==> src/rtl/fwd_bypass_unit.sv <==
// fwd_bypass_unit -- operand forwarding for the 16-bit pipelined core.
// Keeps the last DEPTH register writebacks in a shift-register history.
// Each source operand takes the youngest matching in-flight value, or the
// register-file value when nothing matches. A matching load that has not
// returned yet raises a combinational load-use stall.
// Optional build macro FWD_PERF_CNT_EN adds the o_fwd_cnt / o_stall_cnt
// performance counters.
module fwd_bypass_unit #(
    parameter int DATA_W  = 16,
    parameter int ADDR_W  = 3,
    parameter int DEPTH   = 2,
    parameter int NUM_SRC = 2
) (
    input  logic                        i_clk,
    input  logic                        i_rst,
    input  logic                        i_advance,
    input  logic                        i_flush,
    input  logic                        i_wr_en,
    input  logic [ADDR_W-1:0]           i_wr_addr,
    input  logic [DATA_W-1:0]           i_wr_data,
    input  logic                        i_wr_pending,
    input  logic [DATA_W-1:0]           i_ld_data,
    input  logic [NUM_SRC*ADDR_W-1:0]   i_src_addr,
    input  logic [NUM_SRC*DATA_W-1:0]   i_rf_data,
    output logic [NUM_SRC*DATA_W-1:0]   o_src_data,
    output logic [NUM_SRC-1:0]          o_fwd_hit,
`ifdef FWD_PERF_CNT_EN
    output logic [31:0]                 o_fwd_cnt,
    output logic [31:0]                 o_stall_cnt,
`endif
    output logic                        o_stall
);

    // History storage; entry 0 is the youngest producer.
    logic [DEPTH-1:0]             r_vld;
    logic [DEPTH-1:0]             r_pend;
    logic [DEPTH-1:0][ADDR_W-1:0] r_addr;
    logic [DEPTH-1:0][DATA_W-1:0] r_data;

    // Per-operand stall requests, OR-reduced into o_stall.
    logic [NUM_SRC-1:0]           w_stall_src;

    // History update: reset, then flush (no shift, write dropped), then shift.
    // A pending load in entry 0 picks up i_ld_data as it moves into entry 1,
    // so only entry 0 can ever be pending.
    always_ff @(posedge i_clk) begin
        if (i_rst) begin
            r_vld  <= '0;
            r_pend <= '0;
            r_addr <= '0;
            r_data <= '0;
        end else if (i_flush) begin
            r_vld  <= '0;
            r_pend <= '0;
        end else if (i_advance) begin
            r_vld[0]  <= i_wr_en;
            r_pend[0] <= i_wr_en & i_wr_pending;
            r_addr[0] <= i_wr_addr;
            r_data[0] <= i_wr_data;

            r_vld[1]  <= r_vld[0];
            r_pend[1] <= 1'b0;
            r_addr[1] <= r_addr[0];
            r_data[1] <= r_pend[0] ? i_ld_data : r_data[0];

            for (int i = 2; i < DEPTH; i++) begin
                r_vld[i]  <= r_vld[i-1];
                r_pend[i] <= r_pend[i-1];
                r_addr[i] <= r_addr[i-1];
                r_data[i] <= r_data[i-1];
            end
        end
    end

    // Per-operand match and select; no register is special, address 0 included.
    for (genvar k = 0; k < NUM_SRC; k++) begin : g_src
        logic [ADDR_W-1:0] w_addr;
        logic [DATA_W-1:0] w_rf;
        logic              w_hit;
        logic              w_pend;
        logic [DATA_W-1:0] w_data;

        assign w_addr = i_src_addr[k*ADDR_W +: ADDR_W];
        assign w_rf   = i_rf_data[k*DATA_W +: DATA_W];

        // Scan oldest to youngest so the lowest matching index wins;
        // older duplicates of the same register are shadowed.
        always_comb begin
            w_hit  = 1'b0;
            w_pend = 1'b0;
            w_data = '0;
            for (int i = DEPTH-1; i >= 0; i--) begin
                if (r_vld[i] && (r_addr[i] == w_addr)) begin
                    w_hit  = 1'b1;
                    w_pend = r_pend[i];
                    w_data = r_data[i];
                end
            end
        end

        // A pending winner stalls and falls back to the register file.
        assign o_fwd_hit[k]                 = w_hit & ~w_pend;
        assign w_stall_src[k]               = w_hit & w_pend;
        assign o_src_data[k*DATA_W +: DATA_W] = (w_hit && !w_pend) ? w_data : w_rf;
    end

    assign o_stall = |w_stall_src;

`ifdef FWD_PERF_CNT_EN
    logic [31:0] r_fwd_cnt;
    logic [31:0] r_stall_cnt;

    // Free-running wrap-around counters; flush leaves them alone.
    always_ff @(posedge i_clk) begin
        if (i_rst) begin
            r_fwd_cnt   <= '0;
            r_stall_cnt <= '0;
        end else begin
            if ((|o_fwd_hit) && i_advance) r_fwd_cnt <= r_fwd_cnt + 32'd1;
            if (o_stall)                   r_stall_cnt <= r_stall_cnt + 32'd1;
        end
    end

    assign o_fwd_cnt   = r_fwd_cnt;
    assign o_stall_cnt = r_stall_cnt;
`else
    // Counters not built.
`endif

endmodule
==> config.mk <==
export PLATFORM = sky130hd
export DESIGN_NAME = fwd_bypass_unit
export DESIGN_NICKNAME = d
export VERILOG_FILES = /design/src/rtl/fwd_bypass_unit.sv
export SDC_FILE = /design/constraint.sdc
export NUM_CORES = 1
export LEC_CHECK = 0
export CORE_MARGIN = 2
export CORE_UTILIZATION = 41
export DETAILED_ROUTE_END_ITERATION = 10
export PLACE_DENSITY_LB_ADDON = 0.3
export SLEW_MARGIN = 20
export SYNTH_ARGS = -nofsm -noshare
export SYNTH_HDL_FRONTEND = slang
export SYNTH_SLANG_ARGS = --single-unit
==> constraint.sdc <==
create_clock -name i_clk -period 1.9 [get_ports i_clk]
set_input_delay 0.285 -clock i_clk [delete_from_list [all_inputs] [get_ports i_clk]]
set_output_delay 0.285 -clock i_clk [all_outputs]
set_load 0.02 [all_outputs]
# After elaboration in Yosys (flattened, before gate mapping)
# Cells that the tools add are included.
dict set report classes {
  n_reduce_logical 11
  n_eq_ne 4
  mux 13
  bitwise 8
}
# operator count
set op_table {}
lappend op_table {{2-to-1 mux 16 bit} 7}
lappend op_table {{== test 3 bit} 4}
lappend op_table {{logical AND 1 bit} 6}
lappend op_table {{2-to-1 mux 1 bit} 6}
lappend op_table {{AND 1 bit} 5}
lappend op_table {{OR reduction 2 bit} 2}
lappend op_table {{inverter 1 bit} 3}
lappend op_table {{logical NOT 1 bit} 2}
lappend op_table {{AND reduction 2 bit} 1}
dict set report word_totals {
  output_inout_bits 35
  regBits 41
  word_cells 42
  inputBits 79
}

# Depth between registers and ports, before layout
dict set report logic_depth {
  depth_word 6
  mapped_depth 7
  depth_no_buf 4
}

# Worst setup path after synthesis
# Ideal clock, no wire load.
dict set report synth_timing {
  path_kind {flip-flop to output port}
  startpoint {register r_addr[2] in the netlist's numbering}
  endpoint {output o_src_data[10]}
  slack_ps 11
  path_stages_with_launch 7
  t_arrival_ps 1604
  required_ps 1615
  path_cell_list {dfxtp_1 > xnor2_1 > nand4_1 > and4_1 > buf_6 > buf_8 > a221o_1}
}
dict set report synth_between {
  elab_chain_cells 6
  elab_cells_between_ends 8
  classes_between {eq/ne: 1; mux: 4; reduce/logical: 3}
}
# item line_no
set synth_rtl {}
lappend synth_rtl {{from (decl)} 37} ;# logic [DEPTH-1:0][ADDR_W-1:0] r_addr;
lappend synth_rtl {{from (signal, indexed assignment)} 69} ;# r_addr[i] <= r_addr[i-1];
lappend synth_rtl {{== test 3 bit (*)} 93} ;# if (r_vld[i] && (r_addr[i] == w_addr)) begin
lappend synth_rtl {{logical AND 1 bit (*)} 93}
lappend synth_rtl {{2-to-1 mux 1 bit} 93}
lappend synth_rtl {{logical NOT 1 bit} 104} ;# assign o_src_data[k*DATA_W +: DATA_W] = (w_hit && !w_pend) ? w_data : w_rf;
lappend synth_rtl {{logical AND 1 bit} 104}
lappend synth_rtl {{2-to-1 mux 16 bit (*)} 104}
lappend synth_rtl {{to (decl)} 25} ;# output logic [NUM_SRC*DATA_W-1:0] o_src_data,
# Mark *: on every way between the ends. The rest lies on a longest branch, timed or not.

# Final worst setup path
dict set report layout_timing {
  startpoint {register r_addr[2] in the netlist's numbering}
  endpoint {output o_src_data[12]}
}
# The elaborated chain is that of the path after synthesis.

==> impl_metrics.py <==
metrics = {
    "status": {
        "status": "finished, violations left",
        "violations": "negative setup slack",
    },
    "sta": {
        "setup_violations": 34,
        "timing.hold.ws_ps": 475,
        "worst_pin_slew_ps": 337,
        "setup_tns_ps": -8160,
        "min_period_ps": 2180,
        "worst_slack_ps": -277,
        "max_slew_margin": 0.775,
        "fin_crit_sh": 1.15,
        "finalClockSkew_ps": 10.1,
        "hold_viol": 0,
        "rsz0062_at_grt": "yes",
        "drv_slew": 0,
        "fmax_mhz": 459,
    },
    "placement": {
        "placed_area_um2": 3740,
        "gp_congestion": 0.779,
        "hpwl_mm": 5.38,
        "dp_slack_ps": -885,
        "port_buffers": 113,
    },
    "synthesis": {
        "yosysUniqueCellTypes": 27,
        "synth_nets": 361,
        "synth_top_area_share": 0.338,
        "syn_inst": 282,
        "avgSynthCellArea_um2": 8.61,
        "synth-seq-area-share": 0.338,
        "ys_seq_elements": 41,
        "yosys.area.top_type": "dfxtp_1",
        "synthesis.area_um2": 2430,
        "synth_warnings": 0,
        "synth_area_leaders": "dfxtp_1 (34%), a221o_1 (11%), and2_1 (8.2%)",
    },
    "critical_path": {
        "worstSetupPathType": "flop to primary output",
        "timing.reg2reg.setup_slack_ps": 760,
        "arrival_ps": 1890,
        "regToRegStartpoint": "r_pend[0]",
        "crit_path_cell_trace": "xnor2_4, nand4_1, and4_4, buf_6, a221o_1, buf_6",
        "reg2regPathDepth": 4,
        "critPathLaunchType": "flop",
        "cp_max_fo": 8,
        "cpMostUsedCell": "buf_6",
        "worstPathRequired_ps": 1620,
        "end_kind": "primary output",
        "max_stage_delay_ps": 390,
        "cp_slowest_cell": "dfxtp_4",
        "reg2reg_to": "r_pend[0]",
    },
    "global_route": {
        "grt_max_degree": 42,
        "grt_pass1_wl_mm": 11.8,
        "grt_overflow": 0,
        "grt_pass1_vias": 2393,
        "antenna_found_initial": 0,
        "track_usage": 0.234,
    },
    "die": {
        "io_pins": 114,
        "rows": 28,
        "die_width_um": 80.9,
        "design.core.area_um2": 5820,
        "start_util": 0.417,
        "die-area_um2": 6550,
        "die_y_um": 80.9,
    },
    "cells_and_area": {
        "n_antenna_cell": 0,
        "fin_util": 0.679,
        "nets": 487,
        "drive_above_1_share": 0.241,
        "fin_area_um2": 3950,
        "area_delta_synth_final_pct": 62.6,
    },
    "hold_path": {
        "min_path_cells": 2,
        "hold_start": "r_data[12]",
        "min_path_type": "flop to flop",
        "min_to": "r_data[12]",
    },
    "route": {
        "via_per_inst": 5.33,
        "antenna_left": 0,
        "wire_per_inst_um": 15.7,
        "via_count": 2568,
        "drtIter0Drc": 97,
        "dr.pass1.iters": 4,
        "drc": 0,
        "drt_wl_total_mm": 7.58,
    },
    "clock_tree": {
        "clkTransAtPathRegs_ps": 80,
        "clockBufferDepth": 2,
        "clock-sinks": 41,
        "root_buffer": "clkbuf_8",
        "cts_inserted_buffers": 5,
        "ctsHtreeMaxLevel": 2,
        "cts_tree": "yes",
        "clk_latency_ps": 290,
        "hold_buffers": 0,
    },
    "pwr": {
        "seqPwrFrac": 0.466,
        "vdd_drop_max_uv": 375,
        "comb_power_share": 0.272,
        "p_leak_nw": 1.54,
        "p_switching_uw": 546,
        "power_density_nw_per_um2": 511,
        "netSwitchingFraction": 0.271,
        "intPower_mw": 1.47,
        "clkPwrFrac": 0.262,
    },
    "flow_run": {
        "maxCapViolCount": 0,
    },
}
## synth_stat cells
cell type,number
a41oi_4,2
xor2_1,4
clkbuf_1,15
nand4_1,2
a31oi_1,1
a21oi_1,23
and4_1,2
buf_6,4
buf_4,1
a211oi_1,16
buf_8,2
and2_1,32
nand2b_1,2
mux2i_1,18
a221o_1,26
buf_2,2
nand2_1,45
nor2_1,18
nor2b_1,2
buf_1,1
nor3_1,3
and4b_1,2
nand3_1,2
dfxtp_1,41
inv_1,2
a221o_2,6
xnor2_1,8
## power by group through the flow
stage | Sequential [mW] | Clock, mW | Combinational (mW)
6_report | 0.939 | 0.528 | 0.549
3_3_place_gp | 0.954 | 0 | 0.515
4_1_cts | 0.938 | 0.545 | 0.546
5_1_grt | 0.946 | 0.583 | 0.588
3_5_place_dp | 0.956 | 0 | 0.522
2_1_floorplan | 0.946 | 0 | 0.226
## state kept, by name, indices dropped and copies added (netlist names)
register,cells
r_addr,6
r_vld,2
r_pend,1
r_data,32
## layout by cell type (no fill, tap or decap), types with 3 or more instances in the layout
| cell type | count |
|---|---|
| nand2_1 | 45 |
| xnor2_2 | 5 |
| dfxtp_2 | 3 |
| xor2_1 | 4 |
| a211oi_1 | 16 |
| clkbuf_8 | 5 |
| nor2_1 | 16 |
| and2_1 | 32 |
| buf_4 | 20 |
| a221o_2 | 6 |
| buf_2 | 9 |
| dlygate4sd2_1 | 5 |
| a221o_1 | 26 |
| nor3_1 | 3 |
| mux2i_1 | 18 |
| dfxtp_1 | 37 |
| buf_6 | 33 |
| clkdlybuf4s50_1 | 72 |
| a21oi_1 | 23 |
## how the worst max path moves through the flow
stage / start / endpoint / slack (ps) / cells past startpoint
CTS: r_addr[2] / o_src_data[14] / -270 / 6
global placement: i_src_addr[2] / o_src_data[14] / -860 / 7
floorplan: r_addr[2] / o_src_data[10] / 10 / 6
detailed placement: i_src_addr[2] / o_src_data[14] / -880 / 7
finish: r_addr[2] / o_src_data[12] / -280 / 6
global route: r_addr[2] / o_src_data[10] / -340 / 6
## through the flow
step | cells | power (mW)
after CTS | 482 | 2.03
after floorplan | 282 | 1.17
after global routing | 482 | 2.12
after global placement | 473 | 1.47
after detailed placement | 473 | 1.48
final | 482 | 2.02
## per-layer routing
layer  track usage  part of all wire
met1         0.292              0.43
met2         0.425              0.52
met5             0                 0
met3        0.0356             0.042
met4        0.0492             0.010
## area by class of cell
class / instances / area [um^2]
clock buffers: 5 / 68.8
fillers: 530 / 1870
inverters: 2 / 7.51
well taps: 75 / 93.8
multi-input cells: 214 / 1540
clock inverters: 1 / 5.00
repair buffers: 144 / 1400
flip-flops and latches: 41 / 828
## timing repair
| item | in CTS | in global routing |
|---|---|---|
| setup endpoints to repair | 35 | 34 |
| buffers inserted | 3 | 0 |
| gates cloned | 0 | 0 |
| resized for setup | 217 | 9 |
| pin swaps | 26 | 5 |
| hold endpoints to repair | 0 | 0 |
## worst max-delay path: cells and delay by family, from the launching register on
| family | cells | cell delay [ps] |
|---|---|---|
| simple gates | 2 | 420 |
| flops | 1 | 390 |
| compound gates | 1 | 350 |
| buf+inv | 2 | 270 |
| xor+xnor | 1 | 170 |
## cell families after synthesis
group / after synthesis / share of synthesized area
AO/OA/AOI/OAI: 74 / 0.257
XOR/XNOR: 12 / 0.0433
buffers and inverters: 27 / 0.0660
flip-flops: 41 / 0.338
multiplexers: 18 / 0.0742
AND/OR/NAND/NOR: 110 / 0.221
Note: power is estimated with default switching activity, not from simulation.
